File: config.mk
export PLATFORM = sky130hd
export DESIGN_NAME = htif_responder
export DESIGN_NICKNAME = d
export VERILOG_FILES = /design/src/rtl/htif_pkg.sv /design/src/rtl/rvfi_pkg.sv /design/src/rtl/htif_cmd_fifo.sv /design/src/rtl/htif_responder.sv
export SDC_FILE = /design/constraint.sdc
export NUM_CORES = 1
export LEC_CHECK = 0
export CAP_MARGIN = 40
export CORE_MARGIN = 1.5
export CORE_UTILIZATION = 40
export CTS_BUF_LIST = sky130_fd_sc_hd__clkbuf_4 sky130_fd_sc_hd__clkbuf_8 sky130_fd_sc_hd__clkbuf_16
export DETAILED_ROUTE_END_ITERATION = 10
export DONT_BUFFER_PORTS = 1
export PLACE_DENSITY = 0.63
export SLEW_MARGIN = 20
export SYNTH_ARGS = -nofsm -noshare
export SYNTH_HDL_FRONTEND = slang
export SYNTH_HIERARCHICAL = 1
export SYNTH_SLANG_ARGS = --single-unit
File: constraint.sdc
create_clock -name clk_i -period 13.6 [get_ports clk_i]
set_input_delay 2.72 -clock clk_i [delete_from_list [all_inputs] [get_ports clk_i]]
set_output_delay 2.72 -clock clk_i [all_outputs]
set_load 0.02 [all_outputs]
File: src/rtl/htif_pkg.sv
// rtl/htif_pkg.sv - HTIF command layout, device/command codes and responder states
package htif_pkg;

    typedef struct packed {
        logic [7:0]  dev;
        logic [7:0]  cmd;
        logic [47:0] payload;
    } htif_cmd_t;

    localparam logic [7:0] HTIF_DEV_SYSCALL = 8'd0;
    localparam logic [7:0] HTIF_DEV_CONSOLE = 8'd1;
    localparam logic [7:0] HTIF_CMD_PUTCHAR = 8'd1;

    typedef enum logic [1:0] {
        ST_IDLE,
        ST_ACK,
        ST_HALT
    } htif_state_e;

    // Syscall device with bit 0 set is the test-exit request.
    function automatic logic htif_is_exit(htif_cmd_t t);
        return (t.dev == HTIF_DEV_SYSCALL) && t.payload[0];
    endfunction

    function automatic logic htif_is_putchar(htif_cmd_t t);
        return (t.dev == HTIF_DEV_CONSOLE) && (t.cmd == HTIF_CMD_PUTCHAR);
    endfunction

endpackage

File: src/rtl/rvfi_pkg.sv
// rtl/rvfi_pkg.sv - RVFI commit record (fields consumed by the HTIF responder)
package rvfi_pkg;

    typedef struct packed {
        logic        valid;
        logic [63:0] mem_addr;
        logic [7:0]  mem_wmask;
        logic [63:0] mem_wdata;
    } rvfi_instr_t;

endpackage

File: src/rtl/htif_cmd_fifo.sv
// rtl/htif_cmd_fifo.sv - multi-push, single-pop FIFO of pending HTIF commands
import htif_pkg::*;

module htif_cmd_fifo #(
    parameter int unsigned DEPTH = 4,
    parameter int unsigned NPUSH = 2,
    parameter int unsigned CNT_W = $clog2(DEPTH + NPUSH + 1)
) (
    input  logic                  clk_i,
    input  logic                  rst_ni,
    input  logic [NPUSH-1:0]      push_valid_i,
    input  htif_cmd_t [NPUSH-1:0] push_data_i,
    input  logic                  pop_i,
    output htif_cmd_t             head_o,
    output logic                  empty_o,
    output logic [CNT_W-1:0]      push_cnt_o
);

    localparam int unsigned PW = $clog2(DEPTH);

    htif_cmd_t        mem_q [DEPTH];
    logic [PW-1:0]    wptr_q, rptr_q;
    logic [CNT_W-1:0] count_q;

    logic [CNT_W-1:0] free_slots;
    logic [CNT_W-1:0] n_acc;
    logic [NPUSH-1:0] wr_en;
    logic [PW-1:0]    wr_idx [NPUSH];
    logic             pop_eff;

    // Accept requesters in index order into consecutive slots until the free space runs out.
    always_comb begin
        free_slots = CNT_W'(DEPTH) - count_q;
        n_acc      = '0;
        wr_en      = '0;
        for (int i = 0; i < int'(NPUSH); i++) begin
            wr_idx[i] = '0;
            if (push_valid_i[i] && (n_acc < free_slots)) begin
                wr_en[i]  = 1'b1;
                wr_idx[i] = wptr_q + n_acc[PW-1:0];
                n_acc     = n_acc + CNT_W'(1);
            end
        end
    end

    assign pop_eff    = pop_i && (count_q != '0);
    assign head_o     = mem_q[rptr_q];
    assign empty_o    = (count_q == '0);
    assign push_cnt_o = n_acc;

    // Storage array; contents need no reset since count gates every read.
    always_ff @(posedge clk_i) begin
        for (int i = 0; i < int'(NPUSH); i++) begin
            if (wr_en[i]) begin
                mem_q[wr_idx[i]] <= push_data_i[i];
            end
        end
    end

    // Pointers wrap naturally at the power-of-two depth; count moves by pushes minus pop.
    always_ff @(posedge clk_i or negedge rst_ni) begin
        if (!rst_ni) begin
            wptr_q  <= '0;
            rptr_q  <= '0;
            count_q <= '0;
        end else begin
            wptr_q  <= wptr_q + n_acc[PW-1:0];
            rptr_q  <= rptr_q + PW'(pop_eff);
            count_q <= count_q + n_acc - CNT_W'(pop_eff);
        end
    end

endmodule

File: src/rtl/htif_responder.sv
// rtl/htif_responder.sv - captures tohost stores from RVFI and executes HTIF commands
import htif_pkg::*;

module htif_responder #(
    parameter int unsigned NR_COMMIT_PORTS = 2,
    parameter int unsigned FIFO_DEPTH      = 4,
    parameter logic [63:0] TOHOST_ADDR     = 64'h8000_1000,
    parameter logic [63:0] FROMHOST_ADDR   = 64'h8000_1008
) (
    input  logic                                      clk_i,
    input  logic                                      rst_ni,
    input  rvfi_pkg::rvfi_instr_t [NR_COMMIT_PORTS-1:0] rvfi_i,
    output logic                                      wr_req_o,
    output logic [63:0]                               wr_addr_o,
    output logic [63:0]                               wr_data_o,
    input  logic                                      wr_gnt_i,
    output logic                                      putchar_valid_o,
    output logic [7:0]                                putchar_o,
    output logic                                      exit_valid_o,
    output logic [63:0]                               exit_code_o,
    output logic                                      cmd_err_o,
    output logic                                      overflow_o
);

    localparam int unsigned CNT_W = $clog2(FIFO_DEPTH + NR_COMMIT_PORTS + 1);

    htif_state_e                     state_q;
    logic [NR_COMMIT_PORTS-1:0]      qual;
    htif_cmd_t [NR_COMMIT_PORTS-1:0] push_data;
    logic [CNT_W-1:0]                qual_cnt;
    logic [CNT_W-1:0]                push_cnt;
    htif_cmd_t                       head;
    logic                            fifo_empty;
    logic                            pop;

    logic        wr_req_q, putchar_valid_q, exit_valid_q, cmd_err_q, overflow_q;
    logic [63:0] wr_addr_q, wr_data_q, exit_code_q;
    logic [7:0]  putchar_q;

    // Qualify non-zero stores to tohost on every port; capture stops once halted.
    always_comb begin
        qual      = '0;
        push_data = '0;
        qual_cnt  = '0;
        for (int i = 0; i < int'(NR_COMMIT_PORTS); i++) begin
            qual[i] = rvfi_i[i].valid
                   && (rvfi_i[i].mem_wmask != '0)
                   && (rvfi_i[i].mem_addr == TOHOST_ADDR)
                   && (rvfi_i[i].mem_wdata != '0)
                   && (state_q != ST_HALT);
            push_data[i] = htif_cmd_t'(rvfi_i[i].mem_wdata);
            qual_cnt     = qual_cnt + CNT_W'(qual[i]);
        end
    end

    assign pop = (state_q == ST_IDLE) && !fifo_empty;

    htif_cmd_fifo #(
        .DEPTH (FIFO_DEPTH),
        .NPUSH (NR_COMMIT_PORTS),
        .CNT_W (CNT_W)
    ) u_fifo (
        .clk_i        (clk_i),
        .rst_ni       (rst_ni),
        .push_valid_i (qual),
        .push_data_i  (push_data),
        .pop_i        (pop),
        .head_o       (head),
        .empty_o      (fifo_empty),
        .push_cnt_o   (push_cnt)
    );

    // Sticky drop flag: any qualifying store the FIFO could not take.
    always_ff @(posedge clk_i or negedge rst_ni) begin
        if (!rst_ni) begin
            overflow_q <= 1'b0;
        end else if (qual_cnt != push_cnt) begin
            overflow_q <= 1'b1;
        end
    end

    // Command FSM: pop and decode in IDLE, hold the fromhost write in ACK, stop in HALT.
    always_ff @(posedge clk_i or negedge rst_ni) begin
        if (!rst_ni) begin
            state_q         <= ST_IDLE;
            wr_req_q        <= 1'b0;
            wr_addr_q       <= '0;
            wr_data_q       <= '0;
            putchar_valid_q <= 1'b0;
            putchar_q       <= '0;
            exit_valid_q    <= 1'b0;
            exit_code_q     <= '0;
            cmd_err_q       <= 1'b0;
        end else begin
            putchar_valid_q <= 1'b0;
            cmd_err_q       <= 1'b0;
            unique case (state_q)
                ST_IDLE: begin
                    if (pop) begin
                        if (htif_is_exit(head)) begin
                            exit_valid_q <= 1'b1;
                            exit_code_q  <= {1'b0, head[63:1]};
                            state_q      <= ST_HALT;
                        end else begin
                            wr_req_q  <= 1'b1;
                            wr_addr_q <= FROMHOST_ADDR;
                            state_q   <= ST_ACK;
                            if (htif_is_putchar(head)) begin
                                putchar_valid_q <= 1'b1;
                                putchar_q       <= head.payload[7:0];
                                wr_data_q       <= {head.dev, head.cmd, 48'h1};
                            end else begin
                                cmd_err_q <= 1'b1;
                                wr_data_q <= {head.dev, head.cmd, 48'h0};
                            end
                        end
                    end
                end
                ST_ACK: begin
                    if (wr_gnt_i) begin
                        wr_req_q  <= 1'b0;
                        wr_addr_q <= '0;
                        wr_data_q <= '0;
                        state_q   <= ST_IDLE;
                    end
                end
                ST_HALT: begin
                    state_q <= ST_HALT;
                end
                default: begin
                    state_q <= ST_IDLE;
                end
            endcase
        end
    end

    assign wr_req_o        = wr_req_q;
    assign wr_addr_o       = wr_addr_q;
    assign wr_data_o       = wr_data_q;
    assign putchar_valid_o = putchar_valid_q;
    assign putchar_o       = putchar_q;
    assign exit_valid_o    = exit_valid_q;
    assign exit_code_o     = exit_code_q;
    assign cmd_err_o       = cmd_err_q;
    assign overflow_o      = overflow_q;

endmodule

==> metrics.txt <==
# TYPE chip_impl_metric gauge
chip_impl_metric{name="final.hold.worst_slack",unit="ns"} 0.536
chip_impl_metric{name="slew-limit-headroom",unit="%"} 34.0
chip_impl_metric{name="grt_max_degree",unit=""} 103
chip_impl_metric{name="numPortBuffers",unit=""} 0
chip_impl_info{name="grt_setup_unrepaired",value="no"} 1
chip_impl_metric{name="fp.dieH",unit="um"} 220
chip_impl_metric{name="achievable-frequency",unit="MHz"} 142
chip_impl_metric{name="cts_hold_repair.buffers",unit=""} 0
chip_impl_metric{name="grt_antenna_before_repair",unit=""} 4
chip_impl_metric{name="finalSetupTns",unit="ns"} 0
chip_impl_metric{name="clkSlewWorstSetupHoldPaths",unit="ns"} 0.06
chip_impl_metric{name="synth.top_cell.area_share",unit="%"} 41.0
chip_impl_metric{name="post-route-min-period",unit="ns"} 7.04
chip_impl_info{name="holdCritStartpoint",value="u_fifo/wptr_q[0]"} 1
chip_impl_metric{name="finalHoldViolCount",unit=""} 0
chip_impl_metric{name="finish.instance_area",unit="sq um"} 20300
chip_impl_metric{name="syn_inst",unit=""} 1143
chip_impl_metric{name="floorplan.die_area",unit="sq um"} 48200
chip_impl_info{name="cts-root-buf",value="sky130_fd_sc_hd__clkbuf_16"} 1
chip_impl_metric{name="multi_input_area",unit="sq um"} 7540
chip_impl_metric{name="vias_per_cell",unit=""} 5.49
chip_impl_metric{name="layout.filler_cells",unit=""} 4036
chip_impl_metric{name="edff_count_synth",unit=""} 256
chip_impl_metric{name="layout.area.seq",unit="sq um"} 10200
chip_impl_metric{name="cts_made_buffers",unit=""} 41
chip_impl_metric{name="mappedNetlistArea",unit="sq um"} 18800
chip_impl_metric{name="dp_hpwl",unit="mm"} 33.2
chip_impl_metric{name="setup_viol_count_final",unit=""} 0
chip_impl_metric{name="drv.max_cap_violation_count",unit=""} 0
chip_impl_metric{name="post_drt_wl_per_cell",unit="um"} 27.4
chip_impl_metric{name="timing_worst_slew_pin_value",unit="ns"} 0.980
chip_impl_info{name="cts_tree",value="done"} 1
chip_impl_metric{name="routabilityCongestion",unit=""} 1.05
chip_impl_info{name="yosys_most_used_dff",value="sky130_fd_sc_hd__edfxtp_1"} 1
chip_impl_info{name="tightest_hold_check_type",value="reg2reg"} 1
chip_impl_metric{name="maximum_level_of_the_cts_h_tree",unit=""} 2
chip_impl_metric{name="async_flop_share",unit="%"} 28.5
chip_impl_info{name="critical_path.startpoint",value="rvfi_i[3]"} 1
chip_impl_metric{name="vias",unit=""} 9846
chip_impl_metric{name="p_total",unit="mW"} 3.11
chip_impl_metric{name="first_iter_violations",unit=""} 600
chip_impl_metric{name="route.final.wire_length",unit="mm"} 49.2
chip_impl_metric{name="net-switching-power",unit="uW"} 905
chip_impl_metric{name="combPwrFrac",unit="%"} 19.7
chip_impl_metric{name="fin_clk_skew",unit="ns"} 0.0170
chip_impl_metric{name="placement.cell_area",unit="sq um"} 18900
chip_impl_info{name="critPathKind",value="in2reg"} 1
chip_impl_metric{name="ant_nets",unit=""} 0
chip_impl_metric{name="grt_pass1_vias",unit=""} 9982
chip_impl_metric{name="yosys_register_bits",unit=""} 358
chip_impl_metric{name="regToRegSetupSlack",unit="ns"} 9.19
chip_impl_metric{name="cts.repair_timing.setup_buffer_count",unit=""} 0
chip_impl_metric{name="power_density",unit="nW/um^2"} 153
chip_impl_metric{name="worstSkewPairLatency",unit="ns"} 0.56
chip_impl_metric{name="crit_fanout",unit=""} 34
chip_impl_metric{name="seqPwrFrac",unit="%"} 44.4
chip_impl_metric{name="grt_pass1_wl",unit="mm"} 70.5
chip_impl_metric{name="clockBufferDepth",unit=""} 3
chip_impl_info{name="worst_hold_path.endpoint",value="u_fifo/wptr_q[0]"} 1
chip_impl_metric{name="netSwitchingFraction",unit="%"} 29.1
chip_impl_metric{name="floorplan.initialDensity",unit="%"} 40.4
chip_impl_metric{name="worstPathRequired",unit="ns"} 13.92
chip_impl_metric{name="core",unit="sq um"} 46400
chip_impl_info{name="ys_top_cells_by_count",value="sky130_fd_sc_hd__edfxtp_1 (256), sky130_fd_sc_hd__mux2_4 (160), sky130_fd_sc_hd__mux2_2 (149)"} 1
chip_impl_metric{name="period_utilization_post_route",unit="%"} 51.7
chip_impl_metric{name="static-leakage-power",unit="nW"} 7.68
chip_impl_metric{name="final_layout_size_suffix_gt1_share",unit="%"} 41.4
chip_impl_info{name="post_synth_main_area_contributors",value="sky130_fd_sc_hd__edfxtp_1 (41%), sky130_fd_sc_hd__dfrtp_1 (14%), sky130_fd_sc_hd__mux2_4 (13%)"} 1
chip_impl_metric{name="whs_path_depth",unit=""} 1
chip_impl_info{name="synthMostInstantiatedCell",value="sky130_fd_sc_hd__edfxtp_1"} 1
chip_impl_metric{name="final_max_slew_viol_count",unit=""} 0
chip_impl_metric{name="core.rowCount",unit=""} 79
chip_impl_metric{name="die_w",unit="um"} 220
chip_impl_info{name="timing.rr.end",value="exit_code_o[40]"} 1
chip_impl_info{name="element_type_at_the_critical_path_start",value="primary input"} 1
chip_impl_metric{name="synth.avg_cell_area",unit="sq um"} 16.4
chip_impl_metric{name="r2r_cells",unit=""} 8
chip_impl_metric{name="intPower",unit="mW"} 2.21
chip_impl_metric{name="clock_power_share",unit="%"} 35.9
chip_impl_info{name="worst_reg2reg_startpoint",value="u_fifo/rptr_q[0]"} 1
chip_impl_metric{name="remaining_drc_errors",unit=""} 0
chip_impl_metric{name="final_nets",unit=""} 1437
chip_impl_metric{name="netlist-cell-type-count",unit=""} 52
chip_impl_metric{name="cp_data_arrival_time",unit="ns"} 7.35
chip_impl_metric{name="grt-ovfl-total",unit=""} 0
chip_impl_metric{name="ir_worst_vdd",unit="uV"} 144
chip_impl_metric{name="yosysWarnings",unit=""} 6
chip_impl_info{name="crit_path_end_kind",value="flip-flop"} 1
chip_impl_metric{name="cts.repair.resized",unit=""} 0
chip_impl_info{name="netlist.top_cell.by_area",value="sky130_fd_sc_hd__edfxtp_1"} 1
chip_impl_metric{name="syn_to_final_growth",unit="%"} 8.41
chip_impl_metric{name="top_level_ports",unit=""} 482
chip_impl_metric{name="clock_sinks",unit=""} 358
chip_impl_metric{name="drt_pre_antenna_iters",unit=""} 5
chip_impl_metric{name="fin_util",unit="%"} 43.9
chip_impl_info{name="outcome",value="finished clean"} 1
chip_impl_metric{name="yosysSeqAreaShare",unit="%"} 54.6
chip_impl_metric{name="grtUsageTotal",unit="%"} 20.2
==> layout by cell type (no fill, tap or decap), types with 3 or more instances in the layout <==
master                      instances
sky130_fd_sc_hd__edfxtp_1         256
sky130_fd_sc_hd__mux2_4           160
sky130_fd_sc_hd__mux2_2           149
sky130_fd_sc_hd__conb_1           110
sky130_fd_sc_hd__dfrtp_1          100
sky130_fd_sc_hd__nor4_1            65
sky130_fd_sc_hd__mux4_2            64
sky130_fd_sc_hd__clkbuf_16         41
sky130_fd_sc_hd__inv_1             26
sky130_fd_sc_hd__nand3_1           19
sky130_fd_sc_hd__nand4_1           16
sky130_fd_sc_hd__o21ai_0           16
sky130_fd_sc_hd__buf_4             15
sky130_fd_sc_hd__clkbuf_4          11
sky130_fd_sc_hd__ha_1              10
sky130_fd_sc_hd__mux2_1            10
sky130_fd_sc_hd__and2_1             9
sky130_fd_sc_hd__clkbuf_8           9
sky130_fd_sc_hd__clkinv_2           7
sky130_fd_sc_hd__nor4b_1            6
sky130_fd_sc_hd__nand2b_1           6
sky130_fd_sc_hd__nand2_1            5
sky130_fd_sc_hd__xnor2_1            4
sky130_fd_sc_hd__buf_16             4
sky130_fd_sc_hd__diode_2            3
sky130_fd_sc_hd__nor3_1             3
sky130_fd_sc_hd__or3_1              3
sky130_fd_sc_hd__nor2b_1            3
sky130_fd_sc_hd__a21o_1             3
sky130_fd_sc_hd__xor2_1             3
sky130_fd_sc_hd__buf_2              3
==> through the flow <==
step	setup WS (ns)	instances
2_1_floorplan	3.51	1251
3_3_place_gp	5.53	1702
3_5_place_dp	5.97	1711
4_1_cts	6.58	1787
6_report	6.56	1792
5_1_grt	6.40	1789
==> cell families (layout without fill, tap and decap cells) <==
group / count (synthesis) / count (layout) / share of synthesized area [%]
multiplexers: 384 / 384 / 30.1
flip-flops: 358 / 358 / 54.6
buffers and inverters: 196 / 127 / 7.71
AND/OR/NAND/NOR: 145 / 145 / 4.81
AO/OA/AOI/OAI: 38 / 38 / 1.46
adder cells (fa/ha/maj): 11 / 11 / 0.774
XOR/XNOR: 9 / 9 / 0.500
other: 2 / 113 / 0.0400
==> critical path: stages <==
cell and delay [ns]:
sky130_fd_sc_hd__nor4_1 0.68, sky130_fd_sc_hd__nand4_1 0.24, sky130_fd_sc_hd__nor4_1 0.70, sky130_fd_sc_hd__nor4_1 0.15, sky130_fd_sc_hd__buf_2 0.20, sky130_fd_sc_hd__o21a_1 0.13
sky130_fd_sc_hd__ha_1 0.34, sky130_fd_sc_hd__xnor2_2 0.27, sky130_fd_sc_hd__o211a_4 0.69, sky130_fd_sc_hd__buf_4 0.69, sky130_fd_sc_hd__mux2_2 0.41
==> state kept, by name (all words and copies together), names as in the netlist <==
signal	cells
cmd_err_o	1
exit_code_o	63
exit_valid_o	1
overflow_o	1
putchar_o	8
putchar_valid_o	1
state_q	2
u_fifo/count_q	3
u_fifo/mem_q	256
u_fifo/rptr_q	2
u_fifo/wptr_q	2
wr_addr_o	1
wr_data_o	17
==> worst max-delay path by stage <==
stage | slack (ns) | to | depth (start not counted)
floorplan | 3.51 | u_fifo/mem_q[1][0] | 10
global placement | 5.53 | u_fifo/mem_q[0][31] | 10
detailed placement | 5.97 | u_fifo/mem_q[1][0] | 11
CTS | 6.58 | u_fifo/mem_q[1][0] | 11
global route | 6.40 | u_fifo/mem_q[1][0] | 11
finish | 6.56 | u_fifo/mem_q[1][0] | 11
==> final cells by class <==
cell class | instances | share of cell area, %
antenna | 3 | 0.0369
clock buffer | 61 | 6.06
clock inverter | 15 | 0.751
inverter | 26 | 0.480
multi-input combinational | 697 | 37.1
sequential | 358 | 50.4
tap | 607 | 3.74
timing repair buffer | 25 | 1.42
==> layer usage <==
layer | share of wire (%) | track usage, % | vias up
met5 | 0.057 | 0 | -
met4 | 1.7 | 4.57 | 4
met3 | 8.3 | 6.35 | 63
met2 | 45 | 30.3 | 374
met1 | 45 | 28.7 | 5129
li1 | - | - | 4276
==> power groups by stage <==
stage	Clock, mW	Sequential (mW)	Combinational [mW]
6_report	1.12	1.38	0.613
2_1_floorplan	0	1.34	0.539
3_5_place_dp	0	1.41	0.605
3_3_place_gp	0	1.41	0.595
4_1_cts	1.15	1.39	0.608
5_1_grt	1.19	1.40	0.659
Note: power is estimated with default switching activity, not from simulation.
